`src/rtl/tetris_pkg.sv`:
```
// Shared Tetris core definitions: drop-timer state encoding and default gravity constants.
package tetris_pkg;

    localparam int unsigned STATE_W = 2;
    localparam int unsigned LEVEL_W = 4;

    typedef enum logic [STATE_W-1:0] {
        WAIT_START = 2'd0,
        RUN        = 2'd1,
        PAUSED     = 2'd2,
        HALTED     = 2'd3
    } drop_state_e;

    // Level semantics shared by the piece controller and score/level logic (50 MHz clock).
    localparam int unsigned DEF_BASE_PERIOD = 25_000_000;
    localparam int unsigned DEF_LEVEL_STEP  = 2_000_000;
    localparam int unsigned DEF_MIN_PERIOD  = 2_500_000;
    localparam int unsigned DEF_SOFT_PERIOD = 2_500_000;
    localparam int unsigned DEF_CNT_W       = 25;

endpackage

```
`src/rtl/drop_period_calc.sv`:
```
// Combinational drop period selection: level scaling, floor, and soft-drop ceiling.
module drop_period_calc
    import tetris_pkg::*;
#(
    parameter int unsigned BASE_PERIOD = DEF_BASE_PERIOD,
    parameter int unsigned LEVEL_STEP  = DEF_LEVEL_STEP,
    parameter int unsigned MIN_PERIOD  = DEF_MIN_PERIOD,
    parameter int unsigned SOFT_PERIOD = DEF_SOFT_PERIOD,
    parameter int unsigned CNT_W       = DEF_CNT_W
) (
    input  logic [LEVEL_W-1:0] level_i,
    input  logic               soft_drop_i,
    output logic [CNT_W-1:0]   period_c
);

    logic [31:0] dec_c;
    logic [31:0] lvl_c;
    logic [31:0] sel_c;

    // Guarded subtraction: fall back to the floor before the difference can wrap.
    always_comb begin
        dec_c = 32'(level_i) * LEVEL_STEP;
        if ((BASE_PERIOD > dec_c) && ((BASE_PERIOD - dec_c) > MIN_PERIOD)) begin
            lvl_c = BASE_PERIOD - dec_c;
        end else begin
            lvl_c = MIN_PERIOD;
        end
        sel_c = (soft_drop_i && (lvl_c > SOFT_PERIOD)) ? SOFT_PERIOD : lvl_c;
    end

    assign period_c = CNT_W'(sel_c);

endmodule

```
`src/rtl/tetris_drop_timer.sv`:
```
// Gravity timer: waits for startup, then emits level-paced drop ticks with pause, halt and restart.
module tetris_drop_timer
    import tetris_pkg::*;
#(
    parameter int unsigned BASE_PERIOD = DEF_BASE_PERIOD,
    parameter int unsigned LEVEL_STEP  = DEF_LEVEL_STEP,
    parameter int unsigned MIN_PERIOD  = DEF_MIN_PERIOD,
    parameter int unsigned SOFT_PERIOD = DEF_SOFT_PERIOD,
    parameter int unsigned CNT_W       = DEF_CNT_W
) (
    input  logic               clk,
    input  logic               rst,
    input  logic               starting,
    input  logic               pause_tgl,
    input  logic               soft_drop,
    input  logic [LEVEL_W-1:0] level,
    input  logic               game_over,
    input  logic               restart,
    output logic               drop_tick,
    output logic               running,
    output logic               paused,
    output logic [STATE_W-1:0] state
);

    drop_state_e      state_q, state_d;
    logic [CNT_W-1:0] count_q, count_d;
    logic             tick_q, tick_d;
    logic [CNT_W-1:0] period_c;

    drop_period_calc #(
        .BASE_PERIOD (BASE_PERIOD),
        .LEVEL_STEP  (LEVEL_STEP),
        .MIN_PERIOD  (MIN_PERIOD),
        .SOFT_PERIOD (SOFT_PERIOD),
        .CNT_W       (CNT_W)
    ) u_period (
        .level_i     (level),
        .soft_drop_i (soft_drop),
        .period_c    (period_c)
    );

    always_ff @(posedge clk or negedge rst) begin
        if (!rst) begin
            state_q <= WAIT_START;
            count_q <= '0;
            tick_q  <= 1'b0;
        end else begin
            state_q <= state_d;
            count_q <= count_d;
            tick_q  <= tick_d;
        end
    end

    // Transitions outrank the tick; >= catches a period that shrank below the current count.
    always_comb begin
        state_d = state_q;
        count_d = count_q;
        tick_d  = 1'b0;
        if (restart) begin
            state_d = WAIT_START;
            count_d = '0;
        end else if (game_over && ((state_q == RUN) || (state_q == PAUSED))) begin
            state_d = HALTED;
            count_d = '0;
        end else begin
            case (state_q)
                WAIT_START: begin
                    count_d = '0;
                    if (starting) state_d = RUN;
                end
                RUN: begin
                    if (pause_tgl) begin
                        state_d = PAUSED;
                    end else if (count_q >= (period_c - CNT_W'(1))) begin
                        count_d = '0;
                        tick_d  = 1'b1;
                    end else begin
                        count_d = count_q + CNT_W'(1);
                    end
                end
                PAUSED: begin
                    if (pause_tgl) state_d = RUN;
                end
                HALTED: begin
                    count_d = '0;
                end
                default: begin
                    state_d = WAIT_START;
                    count_d = '0;
                end
            endcase
        end
    end

    assign drop_tick = tick_q;
    assign running   = (state_q == RUN);
    assign paused    = (state_q == PAUSED);
    assign state     = state_q;

endmodule

```
`config.mk`:
```
export PLATFORM = sky130hd
export DESIGN_NAME = tetris_drop_timer
export DESIGN_NICKNAME = d
export VERILOG_FILES = /design/src/rtl/tetris_pkg.sv /design/src/rtl/drop_period_calc.sv /design/src/rtl/tetris_drop_timer.sv
export SDC_FILE = /design/constraint.sdc
export NUM_CORES = 1
export LEC_CHECK = 0
export CORE_ASPECT_RATIO = 1.75
export CORE_MARGIN = 2
export CORE_UTILIZATION = 56
export CTS_BUF_LIST = sky130_fd_sc_hd__clkbuf_4 sky130_fd_sc_hd__clkbuf_8
export CTS_CLUSTER_SIZE = 10
export DETAILED_ROUTE_END_ITERATION = 7
export PLACE_DENSITY = 0.75
export SLEW_MARGIN = 10
export SYNTH_ARGS = -nofsm -noshare
export SYNTH_HDL_FRONTEND = slang
export SYNTH_SLANG_ARGS = --single-unit
```
`constraint.sdc`:
```
create_clock -name clk -period 3.61 [get_ports clk]
set_input_delay 0.722 -clock clk [delete_from_list [all_inputs] [get_ports clk]]
set_output_delay 0.722 -clock clk [all_outputs]
set_load 0.01 [all_outputs]
```
==> flow_metrics.env <==
export IMPL_status="complete, but fails checks"
export IMPL_violations="negative setup slack"
export IMPL_final_common_cell="buf_4"
export IMPL_fp_dieW_microns=64.3
export IMPL_hpwl_microns=7940
export IMPL_ys_warn_count=0
export IMPL_drt_first_pass_iters=4
export IMPL_dieArea_sq_mm=0.00703
export IMPL_syn_cell_area_sq_mm=0.00356
export IMPL_die_h_microns=109
export IMPL_fin_crit_ns=6.81
export IMPL_synth_distinct_cells=77
export IMPL_total_leakage_power_nw=2.29
export IMPL_tns_ns=-79.32
export IMPL_ios=16
export IMPL_rsz0062_at_grt="true"
export IMPL_cts_root_buf="clkbuf_8"
export IMPL_placed_cell_area_sq_mm=0.00458
export IMPL_worst_hold_path_type="flip-flop to flip-flop"
export IMPL_initial_utilization_pct=57.6
export IMPL_fmax_mhz=147
export IMPL_use_met3_pct=2.15
export IMPL_via_per_inst=6.24
export IMPL_grt_pass1_wl_microns=17100
export IMPL_ys_seq_area_share_pct=19.7
export IMPL_setup_violations=26
export IMPL_antenna_found_initial=0
export IMPL_synth_main_ff_cell="dfrtp_1"
export IMPL_htreeDepth=1
export IMPL_maxSlewViolCount=0
export IMPL_hold_path_cell_count=2
export IMPL_route_vias_total=3921
export IMPL_cts_tree="built"
export IMPL_finalHoldWorstSlack_ns=0.548
export IMPL_synth_edf_count=0
export IMPL_hp_start="count_q[1]"
export IMPL_slowest_delay_ns=0.58
export IMPL_path_clk_slew_ns=0.10
export IMPL_numPlacedInstances=601
export IMPL_overflow=0
export IMPL_syn_to_final_growth_pct=43.6
export IMPL_cts_buffers=3
export IMPL_grt_pass1_vias=3854
export IMPL_setup_slack_ns=-3.20
export IMPL_finalCritPeriodShare_pct=189
export IMPL_powerDensity_mw_per_mm2=385
export IMPL_mostFrequentLayoutCells="buf_4 (109), nand2_1 (39), ha_1 (39), dfrtp_1 (28), xor2_1 (23)"
export IMPL_fillers=346
export IMPL_hold_viol=0
export IMPL_cpMaxStageDelayCell="fa_1"
export IMPL_ff2ff_path_depth=9
export IMPL_fin_util_pct=82.7
export IMPL_end_kind="flip-flop"
export IMPL_ctsHoldBuffers=0
export IMPL_grt_max_degree=29
export IMPL_ir_drop_mv=0.233
export IMPL_worstSkewPairLatency_ns=0.28
export IMPL_syn_instance_count=422
export IMPL_numPortBuffers=15
export IMPL_worst_slew_pin_slew_ns=0.650
export IMPL_r2r_end="count_q[24]"
export IMPL_clockBufferDepth=2
export IMPL_required_ns=3.77
export IMPL_whs_endpoint="count_q[1]"
export IMPL_cp_arrival_ns=6.97
export IMPL_routabilityCongestion=0.872
export IMPL_r2r_slack_ns=0.80
export IMPL_slew_headroom_pct=56.2
export IMPL_ant_nets=0
export IMPL_stdcell_count=628
export IMPL_async_flop_share_pct=100
export IMPL_finalWirelength_microns=12000
export IMPL_drive_above_1_share_pct=37.2
export IMPL_diodes=0
export IMPL_drtIter0Drc=320
export IMPL_max_cap_viol_count=0
export IMPL_grt_busiest_layer="met2"
export IMPL_wl_per_cell_microns=19.1
export IMPL_grt_util_met2_pct=62.7
export IMPL_core_area_sq_mm=0.00618
export IMPL_clock_skew_ns=0.00409
export IMPL_r2r_start="state[1]"
export IMPL_fin_area_sq_mm=0.00511
export IMPL_start_kind="primary input"
export IMPL_ys_ff_latch=28
export IMPL_critPathKind="primary input to flip-flop"
export IMPL_drcViolationCount=0
export IMPL_met1_usage_pct=27.7
export IMPL_syn_area_per_cell_sq_um=8.43
export IMPL_track_usage_pct=30.6
export IMPL_synthesis_nets=483
export IMPL_final_nets=610
export IMPL_path_max_fanout=6
export IMPL_cts_sinks=28
export IMPL_rows=38
where the power goes:
part	internal, mW	switching (mW)	leakage, nW
registers	0.328	0.0134	0.389
clock network	0.0980	0.103	0.0288
logic	0.680	0.745	1.87
how the worst max path moves through the flow:
stage	from	to	slack [ns]	cells after the start
6_report	level[1]	count_q[3]	-3.20	32
5_1_grt	level[1]	count_q[3]	-3.45	33
4_1_cts	level[2]	count_q[1]	-3.01	33
3_5_place_dp	level[1]	count_q[3]	-3.83	31
3_3_place_gp	level[1]	count_q[4]	-3.68	30
2_1_floorplan	level[1]	count_q[6]	-3.15	29
timing repair:
item | in CTS | in global routing
setup buffers | 21 | 5
endpoints found under the setup margin | 26 | 26
pin swaps | 45 | 25
resized for setup | 43 | 40
cloned | 1 | 2
flip-flops by register name (all words and copies together), names as in the netlist:
| register | cells |
|---|---|
| count_q | 25 |
| state | 2 |
| drop_tick | 1 |
Yosys cell counts (2+ instances only):
cell | n | area (sq um)
o2111ai_1 | 3 | 26.3
a21oi_1 | 21 | 105
a41oi_1 | 2 | 17.5
buf_4 | 2 | 15.0
and4_1 | 2 | 17.5
nand2_2 | 7 | 43.8
and3_1 | 9 | 56.3
a211oi_1 | 5 | 37.5
a2111oi_2 | 3 | 45.0
ha_1 | 45 | 563
nor2_1 | 34 | 128
a221o_1 | 3 | 30.0
a211o_1 | 2 | 17.5
nor4_1 | 4 | 25.0
nand2_1 | 44 | 165
dfrtp_1 | 28 | 701
xor2_1 | 23 | 201
o211ai_1 | 3 | 22.5
fa_1 | 5 | 100
inv_2 | 3 | 11.3
nor3b_1 | 7 | 52.6
a21o_1 | 4 | 30.0
nand2b_1 | 9 | 56.3
nor2b_1 | 8 | 50.1
nand3_1 | 17 | 85.1
nor3_1 | 14 | 70.1
o21a_1 | 2 | 15.0
a31oi_1 | 3 | 18.8
or4_1 | 2 | 15.0
buf_6 | 4 | 45.0
nand4_1 | 8 | 50.1
clkbuf_1 | 3 | 11.3
and2_1 | 4 | 25.0
xnor2_1 | 18 | 158
inv_1 | 18 | 67.6
or2_2 | 2 | 12.5
o21ai_0 | 11 | 55.1
stage by stage:
step / power (mW) / setup WS (ns)
floorplan: 1.05 / -3.15
global placement: 1.43 / -3.68
detailed placement: 1.46 / -3.83
CTS: 1.79 / -3.01
global route: 2.06 / -3.45
finish: 1.97 / -3.20
metal layers:
| layer | routed length, microns | vias to the layer above |
|---|---|---|
| met4 | 970 | 0 |
| met1 | 3950 | 1892 |
| met3 | 404 | 80 |
| met2 | 6670 | 170 |
| li1 | - | 1779 |
| met5 | 0 | - |
layout make-up:
type	instances	area [sq um]	area share (%)
Sequential cell	28	701	13.7
Timing Repair Buffer	133	1120	21.9
Clock buffer	4	55.1	1.08
Multi-Input combinational cell	362	3050	59.7
Inverter	21	86.3	1.69
Tap cell	80	100	1.96
logic make-up (layout without fill, tap and decap cells):
group | after synthesis | after routing | share of synthesized area [%]
buffers and inverters | 32 | 158 | 4.46
adders and majority gates | 50 | 50 | 18.6
muxes | 1 | 1 | 0.281
DFF | 28 | 28 | 19.7
and+or+nand+nor | 182 | 182 | 27.0
AOI/OAI and AO/OA | 86 | 86 | 18.9
xor gates and xnor gates | 43 | 43 | 11.0
worst max-delay path: cells and delay by family:
kind	cells	cell delay [ns]
simple gates	8	1.33
compound gates	10	2.00
xor+xnor	1	0.22
buf+inv	8	0.97
fa+ha+maj	5	1.71
(Power assumes the default switching activity.)
